[config.mk]
export PLATFORM = sky130hd
export DESIGN_NAME = multicycle_controller
export DESIGN_NICKNAME = d
export VERILOG_FILES = /design/src/rtl/multicycle_controller.sv
export SDC_FILE = /design/constraint.sdc
export NUM_CORES = 1
export LEC_CHECK = 0
export BUFFER_PORTS_ARGS = -buffer_cell sky130_fd_sc_hd__buf_4
export CAP_MARGIN = 20
export CORE_ASPECT_RATIO = 0.8
export CORE_MARGIN = 5
export CORE_UTILIZATION = 52
export CTS_CLUSTER_DIAMETER = 80
export DETAILED_ROUTE_END_ITERATION = 16
export GPL_TIMING_DRIVEN = 0
export PLACE_DENSITY = 0.93
export SYNTH_ARGS = -nofsm -noshare
export SYNTH_HDL_FRONTEND = slang
export SYNTH_SLANG_ARGS = --single-unit
[constraint.sdc]
create_clock -name clk -period 2.6 [get_ports clk]
set_clock_uncertainty 0.15 [all_clocks]
set_input_delay 0.52 -clock clk [delete_from_list [all_inputs] [get_ports clk]]
set_output_delay 0.52 -clock clk [all_outputs]
set_load 0.02 [all_outputs]
[src/rtl/multicycle_controller.sv]
`default_nettype none
// ============================================================================
// Module   : multicycle_controller
// Purpose  : Moore control FSM for the multicycle MIPS datapath. Walks each
//            instruction through fetch / decode / execute / memory /
//            writeback. Every memory state (FETCH, MEM_RD, MEM_WR) is
//            stretched by MEM_WAIT extra cycles. instr_done pulses in the
//            final cycle of each instruction.
// Params   : MEM_WAIT - extra cycles each memory access is held (default 0)
//            WAIT_W   - wait counter width; MEM_WAIT must fit in WAIT_W bits
// Ports    : clk, rst           - clock, synchronous active-high reset
//            opcode, func, zero - IR[31:26], IR[5:0], ALU zero flag
//            pc_write, pc_write_cond, pc_en, pc_src       - PC control
//            i_or_d, mem_read, mem_write, ir_write        - memory / IR
//            reg_dst, mem_to_reg, reg_write               - register file
//            alu_src_a, alu_src_b, alu_op                 - ALU control
//            state, instr_done  - debug state code, retire pulse
// Revision : 1.0 - initial release
// ============================================================================
module multicycle_controller #(
    parameter int MEM_WAIT = 0,
    parameter int WAIT_W   = 4
) (
    input  logic       clk,
    input  logic       rst,
    input  logic [5:0] opcode,
    input  logic [5:0] func,
    input  logic       zero,
    output logic       pc_write,
    output logic       pc_write_cond,
    output logic       pc_en,
    output logic       i_or_d,
    output logic       mem_read,
    output logic       mem_write,
    output logic       ir_write,
    output logic [1:0] reg_dst,
    output logic [1:0] mem_to_reg,
    output logic       reg_write,
    output logic       alu_src_a,
    output logic [1:0] alu_src_b,
    output logic [1:0] alu_op,
    output logic [1:0] pc_src,
    output logic [3:0] state,
    output logic       instr_done
);

    // ------------------------------------------------------------------
    // State encoding (codes are visible on the state port)
    // ------------------------------------------------------------------
    typedef enum logic [3:0] {
        S_FETCH    = 4'd0,
        S_DECODE   = 4'd1,
        S_MEM_ADDR = 4'd2,
        S_MEM_RD   = 4'd3,
        S_MEM_WB   = 4'd4,
        S_MEM_WR   = 4'd5,
        S_R_EX     = 4'd6,
        S_R_WB     = 4'd7,
        S_BEQ      = 4'd8,
        S_JMP      = 4'd9,
        S_JAL      = 4'd10,
        S_I_EX     = 4'd11,
        S_I_WB     = 4'd12,
        S_JR       = 4'd13
    } state_t;

    // Opcodes
    localparam logic [5:0] C_OP_RTYPE = 6'b000000;
    localparam logic [5:0] C_OP_LW    = 6'b100011;
    localparam logic [5:0] C_OP_SW    = 6'b101011;
    localparam logic [5:0] C_OP_BEQ   = 6'b000100;
    localparam logic [5:0] C_OP_ADDI  = 6'b001001;
    localparam logic [5:0] C_OP_SLTI  = 6'b001010;
    localparam logic [5:0] C_OP_J     = 6'b000010;
    localparam logic [5:0] C_OP_JAL   = 6'b000011;
    localparam logic [5:0] C_OP_JR    = 6'b000110;

    // Field encodings
    localparam logic [1:0] C_SRCB_B     = 2'b00;
    localparam logic [1:0] C_SRCB_4     = 2'b01;
    localparam logic [1:0] C_SRCB_IMM   = 2'b10;
    localparam logic [1:0] C_SRCB_IMMSH = 2'b11;
    localparam logic [1:0] C_ALU_ADD    = 2'b00;
    localparam logic [1:0] C_ALU_SUB    = 2'b01;
    localparam logic [1:0] C_ALU_FUNC   = 2'b10;
    localparam logic [1:0] C_ALU_SLT    = 2'b11;
    localparam logic [1:0] C_PC_ALU     = 2'b00;
    localparam logic [1:0] C_PC_ALUOUT  = 2'b01;
    localparam logic [1:0] C_PC_JUMP    = 2'b10;
    localparam logic [1:0] C_PC_REG     = 2'b11;
    localparam logic [1:0] C_DST_RT     = 2'b00;
    localparam logic [1:0] C_DST_RD     = 2'b01;
    localparam logic [1:0] C_DST_RA     = 2'b10;
    localparam logic [1:0] C_WD_ALUOUT  = 2'b00;
    localparam logic [1:0] C_WD_MDR     = 2'b01;
    localparam logic [1:0] C_WD_PC      = 2'b10;

    // Counter value on the last cycle of a memory state
    localparam logic [WAIT_W-1:0] C_WAIT_LAST = WAIT_W'(MEM_WAIT);

    // ------------------------------------------------------------------
    // Registers and combinational controls
    // ------------------------------------------------------------------
    state_t            r_state;
    state_t            w_next;
    logic [WAIT_W-1:0] r_wait;
    logic              w_mem_state;
    logic              w_mem_last;

    logic       w_pc_write;
    logic       w_pc_write_cond;
    logic       w_i_or_d;
    logic       w_mem_read;
    logic       w_mem_write;
    logic       w_ir_write;
    logic [1:0] w_reg_dst;
    logic [1:0] w_mem_to_reg;
    logic       w_reg_write;
    logic       w_alu_src_a;
    logic [1:0] w_alu_src_b;
    logic [1:0] w_alu_op;
    logic [1:0] w_pc_src;
    logic       w_instr_done;

    // func is decoded by the downstream ALU-control block, not by this FSM
    logic w_unused_func;
    assign w_unused_func = ^func;

    assign w_mem_state = (r_state == S_FETCH) || (r_state == S_MEM_RD) ||
                         (r_state == S_MEM_WR);
    assign w_mem_last  = (r_wait == C_WAIT_LAST);

    // ------------------------------------------------------------------
    // State register
    // ------------------------------------------------------------------
    always_ff @(posedge clk) begin
        if (rst) begin
            r_state <= S_FETCH;
        end else begin
            r_state <= w_next;
        end
    end

    // ------------------------------------------------------------------
    // Memory wait counter: counts cycles spent in a memory state and
    // returns to zero on the cycle the state is left.
    // ------------------------------------------------------------------
    always_ff @(posedge clk) begin
        if (rst) begin
            r_wait <= '0;
        end else if (w_mem_state && !w_mem_last) begin
            r_wait <= r_wait + 1'b1;
        end else begin
            r_wait <= '0;
        end
    end

    // ------------------------------------------------------------------
    // Next state and Moore outputs
    // ------------------------------------------------------------------
    always_comb begin
        w_next          = S_FETCH;
        w_pc_write      = 1'b0;
        w_pc_write_cond = 1'b0;
        w_i_or_d        = 1'b0;
        w_mem_read      = 1'b0;
        w_mem_write     = 1'b0;
        w_ir_write      = 1'b0;
        w_reg_dst       = C_DST_RT;
        w_mem_to_reg    = C_WD_ALUOUT;
        w_reg_write     = 1'b0;
        w_alu_src_a     = 1'b0;
        w_alu_src_b     = C_SRCB_B;
        w_alu_op        = C_ALU_ADD;
        w_pc_src        = C_PC_ALU;
        w_instr_done    = 1'b0;

        case (r_state)
            S_FETCH: begin
                w_mem_read = 1'b1;
                w_i_or_d   = 1'b0;
                if (w_mem_last) begin
                    // Latch IR and advance PC by 4 together
                    w_ir_write  = 1'b1;
                    w_pc_write  = 1'b1;
                    w_alu_src_a = 1'b0;
                    w_alu_src_b = C_SRCB_4;
                    w_alu_op    = C_ALU_ADD;
                    w_pc_src    = C_PC_ALU;
                    w_next      = S_DECODE;
                end else begin
                    w_next = S_FETCH;
                end
            end

            S_DECODE: begin
                // ALUOut <= PC + (sext imm << 2) as a speculative branch target
                w_alu_src_a = 1'b0;
                w_alu_src_b = C_SRCB_IMMSH;
                w_alu_op    = C_ALU_ADD;
                case (opcode)
                    C_OP_RTYPE:           w_next = S_R_EX;
                    C_OP_LW, C_OP_SW:     w_next = S_MEM_ADDR;
                    C_OP_BEQ:             w_next = S_BEQ;
                    C_OP_ADDI, C_OP_SLTI: w_next = S_I_EX;
                    C_OP_J:               w_next = S_JMP;
                    C_OP_JAL:             w_next = S_JAL;
                    C_OP_JR:              w_next = S_JR;
                    default: begin
                        // Unknown opcode retires as a NOP
                        w_next       = S_FETCH;
                        w_instr_done = 1'b1;
                    end
                endcase
            end

            S_MEM_ADDR: begin
                w_alu_src_a = 1'b1;
                w_alu_src_b = C_SRCB_IMM;
                w_alu_op    = C_ALU_ADD;
                w_next      = (opcode == C_OP_LW) ? S_MEM_RD : S_MEM_WR;
            end

            S_MEM_RD: begin
                w_mem_read = 1'b1;
                w_i_or_d   = 1'b1;
                w_next     = w_mem_last ? S_MEM_WB : S_MEM_RD;
            end

            S_MEM_WB: begin
                w_reg_write  = 1'b1;
                w_reg_dst    = C_DST_RT;
                w_mem_to_reg = C_WD_MDR;
                w_instr_done = 1'b1;
                w_next       = S_FETCH;
            end

            S_MEM_WR: begin
                w_mem_write = 1'b1;
                w_i_or_d    = 1'b1;
                if (w_mem_last) begin
                    w_instr_done = 1'b1;
                    w_next       = S_FETCH;
                end else begin
                    w_next = S_MEM_WR;
                end
            end

            S_R_EX: begin
                w_alu_src_a = 1'b1;
                w_alu_src_b = C_SRCB_B;
                w_alu_op    = C_ALU_FUNC;
                w_next      = S_R_WB;
            end

            S_R_WB: begin
                w_reg_write  = 1'b1;
                w_reg_dst    = C_DST_RD;
                w_mem_to_reg = C_WD_ALUOUT;
                w_instr_done = 1'b1;
                w_next       = S_FETCH;
            end

            S_BEQ: begin
                w_alu_src_a     = 1'b1;
                w_alu_src_b     = C_SRCB_B;
                w_alu_op        = C_ALU_SUB;
                w_pc_write_cond = 1'b1;
                w_pc_src        = C_PC_ALUOUT;
                w_instr_done    = 1'b1;
                w_next          = S_FETCH;
            end

            S_I_EX: begin
                w_alu_src_a = 1'b1;
                w_alu_src_b = C_SRCB_IMM;
                w_alu_op    = (opcode == C_OP_SLTI) ? C_ALU_SLT : C_ALU_ADD;
                w_next      = S_I_WB;
            end

            S_I_WB: begin
                w_reg_write  = 1'b1;
                w_reg_dst    = C_DST_RT;
                w_mem_to_reg = C_WD_ALUOUT;
                w_instr_done = 1'b1;
                w_next       = S_FETCH;
            end

            S_JMP: begin
                w_pc_write   = 1'b1;
                w_pc_src     = C_PC_JUMP;
                w_instr_done = 1'b1;
                w_next       = S_FETCH;
            end

            S_JAL: begin
                // PC was already incremented in FETCH, so it is the link value
                w_pc_write   = 1'b1;
                w_pc_src     = C_PC_JUMP;
                w_reg_write  = 1'b1;
                w_reg_dst    = C_DST_RA;
                w_mem_to_reg = C_WD_PC;
                w_instr_done = 1'b1;
                w_next       = S_FETCH;
            end

            S_JR: begin
                w_pc_write   = 1'b1;
                w_pc_src     = C_PC_REG;
                w_instr_done = 1'b1;
                w_next       = S_FETCH;
            end

            default: begin
                // Unused codes recover to FETCH
                w_next = S_FETCH;
            end
        endcase
    end

    // ------------------------------------------------------------------
    // Outputs: reset masks every control so an aborted instruction cannot
    // strobe memory or write state in the reset cycle.
    // ------------------------------------------------------------------
    assign pc_write      = w_pc_write      & ~rst;
    assign pc_write_cond = w_pc_write_cond & ~rst;
    assign i_or_d        = w_i_or_d        & ~rst;
    assign mem_read      = w_mem_read      & ~rst;
    assign mem_write     = w_mem_write     & ~rst;
    assign ir_write      = w_ir_write      & ~rst;
    assign reg_dst       = rst ? 2'b00 : w_reg_dst;
    assign mem_to_reg    = rst ? 2'b00 : w_mem_to_reg;
    assign reg_write     = w_reg_write     & ~rst;
    assign alu_src_a     = w_alu_src_a     & ~rst;
    assign alu_src_b     = rst ? 2'b00 : w_alu_src_b;
    assign alu_op        = rst ? 2'b00 : w_alu_op;
    assign pc_src        = rst ? 2'b00 : w_pc_src;
    assign instr_done    = w_instr_done    & ~rst;
    assign pc_en         = pc_write | (pc_write_cond & zero);
    assign state         = r_state;

endmodule
`default_nettype wire

==> out/qor_table.md <==
| Item | Value |
| --- | --- |
| Simple-gate share of the synthesized area | 0.3913 |
| Total wire length after detailed routing | 2925 um |
| GPL Wtd Cong | 0.8966 |
| Number of antenna violations at the first check in global routing | 0 |
| Min Clock Period, post-route | 2437 ps |
| Core Rows | 14 |
| Synth Area in Compound Gates | 0.2600 |
| Wire length per cell | 14.70 um |
| Worst hold path startpoint | r_wait[0] |
| Most instantiated flip-flop cell in the synthesis netlist | sky130_fd_sc_hd__dfxtp_1 |
| Worst R2R End | state[0] |
| Total overflow reported by the global router | 0 |
| Category of the worst setup path capture point | output pin |
| Number of top-level design ports | 39 |
| Input/output buffers | 27 |
| Hold Fails Final Rpt | 0 |
| Core box area | 1892 sq um |
| Largest buffer count on any clock path | 2 |
| Warnings from Yosys | 0 |
| Destination of the worst hold path | r_wait[0] |
| Filler Cells Inserted | 165 |
| Remaining antenna violation count | 0 |
| Library cell contributing the largest single delay on the critical path | sky130_fd_sc_hd__dfxtp_1 |
| Initial Util | 0.5443 |
| Worst hold-check slack | 321.1 ps |
| Hold-fix buffers at CTS | 0 |
| Number of instances in the synthesized netlist | 145 |
| Cells on Worst Hold Path | 1 |
| Setup-failing EPs final | 0 |
| Layout cells sized above 1 | 0.2971 |
| Cts bufs inserted | 3 |
| Number of non-filler instances in the completed layout | 199 |
| Max FO, Critical Path | 10 |
| Number of optimization iterations in the first detailed-route pass | 4 |
| Chip height | 49.80 um |
| Post-route clock period utilization | 0.9373 |
| Slew at the pin closest to its max-slew limit | 413.3 ps |
| Max-cap violations | 0 |
| Via-to-Cell Ratio | 6.010 |
| Cell at the root of the clock tree | sky130_fd_sc_hd__clkbuf_4 |
| Max Transition Viols Final | 0 |
| Crit-path max cell delay | 350 ps |
| Category of the critical setup timing path | register to output pin |
| Cell Pwr Density | 290.5 nW/um^2 |
| Post-layout util | 0.6825 |
| Top-area cell type share of the netlist area | 0.1555 |
| DRC violations left | 0 |
| Syn Nets | 162 |
| Main combinational cell family by area after synthesis | simple AND/OR/NAND/NOR gates |
| Leak Pwr | 0.5634 nW |
| Adder-cell area share of the yosys netlist | 0.02430 |
| Clock-pin slew reported for the worst setup and hold paths after clock tree synthesis | 60 ps |
| Critical-path cell list | buf_2, buf_4, o21ai_0, nor4b_1, a22o_1, buf_4 |
| Outcome | completed |
| Count of flip-flops with a built-in enable after synthesis | 0 |
| Min-delay worst type | register to register |
| Total Die Area | 2976 sq um |
| DP Cell Count | 196 |
| Setup TNS Final | 0 ps |
| Total number of vias | 1196 |
| # H-tree levels | 1 |
| Cells on worst reg2reg path | 5 |
| Cell Area, Synth | 1030 sq um |
| Multi-input gate area in the final layout | 754.5 sq um |
| Synth cell types | 48 |
| Starting DRC count in detailed routing | 61 |
| Xor and xnor fraction of the mapped netlist area | 0.05103 |
| Multiplexer share of the synthesized area | 0 |
| Share of flip-flops with an asynchronous set or reset after synthesis | 0 |
| GRT Overall Usage | 0.2054 |
| Cell accounting for the most synthesized area | sky130_fd_sc_hd__dfxtp_1 |
| Startpoint of the worst register-to-register path | r_wait[0] |
| Nature of the critical path startpoint | register |
| Worst endpoint required time | 1930 ps |
| CTS sink cnt | 8 |
| Clock latency reported for the late side of the worst-skew pair | 260 ps |
| Area growth from synthesis to layout | 25.40% |
| Average cell area after synthesis | 7.102 sq um |
| Setup repair after global routing missed its margin | no |
| Worst Path Arrival | 1770 ps |
| Post-layout nets | 194 |
| Largest net degree at the start of global routing | 11 |
| Commonest cells after routing, fill and taps aside | 32 x sky130_fd_sc_hd__buf_4, 21 x sky130_fd_sc_hd__nor2_1, 13 x sky130_fd_sc_hd__nor3_1 |
| Worst relative slew slack | 0.7245 |
| Proportion of synthesized chip area in sequential cells | 0.1555 |
| Global-route wire length before repair | 4857 um |
| Die width | 59.75 um |
| Vias in the first global route | 1048 |
| Area of all sequential standard cells | 160.2 sq um |
| Most area-consuming cells after synthesis | sky130_fd_sc_hd__dfxtp_1 16%, sky130_fd_sc_hd__nor2_1 7.7%, sky130_fd_sc_hd__nor3_1 6.3%, sky130_fd_sc_hd__a21oi_1 4.9%, sky130_fd_sc_hd__nand2b_1 4.9% |
| Achievable frequency | 0.4103 GHz |
| Synthesis-stage register bit count | 8 |
| Maximum resistive drop on vdd | 0.3063 mV |
| Most common cell after layout, fill and taps aside | sky130_fd_sc_hd__buf_4 |
| Number of post-CTS setup repair buffers | 0 |
| Worst setup slack for register-to-register paths | 780 ps |
| DP HPWL | 2291 um |
| CTS tree | done |
| Number of antenna cells inserted | 0 |
| Cell occurring most often along the worst timing path | sky130_fd_sc_hd__buf_4 |
==> per-stage QoR <==
step	setup slack [ps]	total power (W)	cell area, sq um
2_1_floorplan	218.7	0.0002328	1030
3_3_place_gp	296.2	0.0002751	1262
3_5_place_dp	317.0	0.0002781	1262
4_1_cts	127.5	0.0003760	1285
5_1_grt	31.64	0.0004002	1291
6_report	162.9	0.0003751	1291
==> critical path: cells and delay by family (launching register included) <==
family	cells	cell delay [ps]
buffers and inverters	3	590
flip-flops	1	350
AO/OA/AOI/OAI	2	300
AND/OR/NAND/NOR	1	270
==> metal layers <==
metal | vias to the layer above | global-route usage | share of wire
met3 | 6 | 0.05222 | 0.11
met1 | 540 | 0.2766 | 0.42
li1 | 576 | - | -
met2 | 74 | 0.3076 | 0.46
met5 | - | 0 | 0
met4 | 0 | 0.08118 | 0.013
==> synth_stat cells (3+ instances only) <==
| master | number |
|---|---|
| sky130_fd_sc_hd__nor2_1 | 21 |
| sky130_fd_sc_hd__nor3_1 | 13 |
| sky130_fd_sc_hd__a21oi_1 | 10 |
| sky130_fd_sc_hd__dfxtp_1 | 8 |
| sky130_fd_sc_hd__nand2b_1 | 8 |
| sky130_fd_sc_hd__buf_2 | 6 |
| sky130_fd_sc_hd__nand2_1 | 6 |
| sky130_fd_sc_hd__buf_4 | 5 |
| sky130_fd_sc_hd__nor2b_1 | 5 |
| sky130_fd_sc_hd__o21ai_0 | 5 |
| sky130_fd_sc_hd__xnor2_1 | 4 |
| sky130_fd_sc_hd__a211oi_1 | 3 |
| sky130_fd_sc_hd__buf_6 | 3 |
| sky130_fd_sc_hd__nand3_1 | 3 |
==> where the power goes <==
part / leakage [nW] / total [W] / switching, W / internal (W)
Clock: 0.0138 / 0.0000968 / 0.0000439 / 0.0000529
Sequential: 0.0648 / 0.000127 / 0.00000225 / 0.000125
Combinational: 0.485 / 0.000151 / 0.0000892 / 0.0000616
Total: 0.563 / 0.000375 / 0.000135 / 0.000240
==> final cells by class <==
cell class,count,share of cell area
clock buffers,3,0.01744
inverters,2,0.005814
multi-input cells,118,0.5843
flip-flops and latches,8,0.1240
well taps,24,0.02326
repair buffers,27,0.1570
plain buffers,17,0.08818
==> how the worst max path moves through the flow <==
stage	startpoint	end	cells past startpoint
3_3_place_gp	rst	instr_done	6
5_1_grt	r_wait[0]	instr_done	7
2_1_floorplan	rst	reg_dst[1]	4
3_5_place_dp	rst	reg_dst[1]	5
4_1_cts	r_wait[0]	pc_en	7
6_report	state[0]	instr_done	6
==> logic make-up after synthesis <==
| kind of cell | after synthesis |
|---|---|
| AND/OR/NAND/NOR | 73 |
| AO/OA/AOI/OAI | 37 |
| buffers and inverters | 19 |
| flip-flops | 8 |
| XOR/XNOR | 6 |
| adder cells (fa/ha/maj) | 2 |
==> timing repair <==
action / in CTS / in global routing
resized for setup: 0 / 1
hold endpoints to repair: 0 / 0
setup endpoints to repair: 0 / 3
==> registers in the layout (all words and copies together), names as in the netlist <==
signal / flops
r_wait: 4
state: 4
Note: power is estimated with default switching activity, not from simulation.
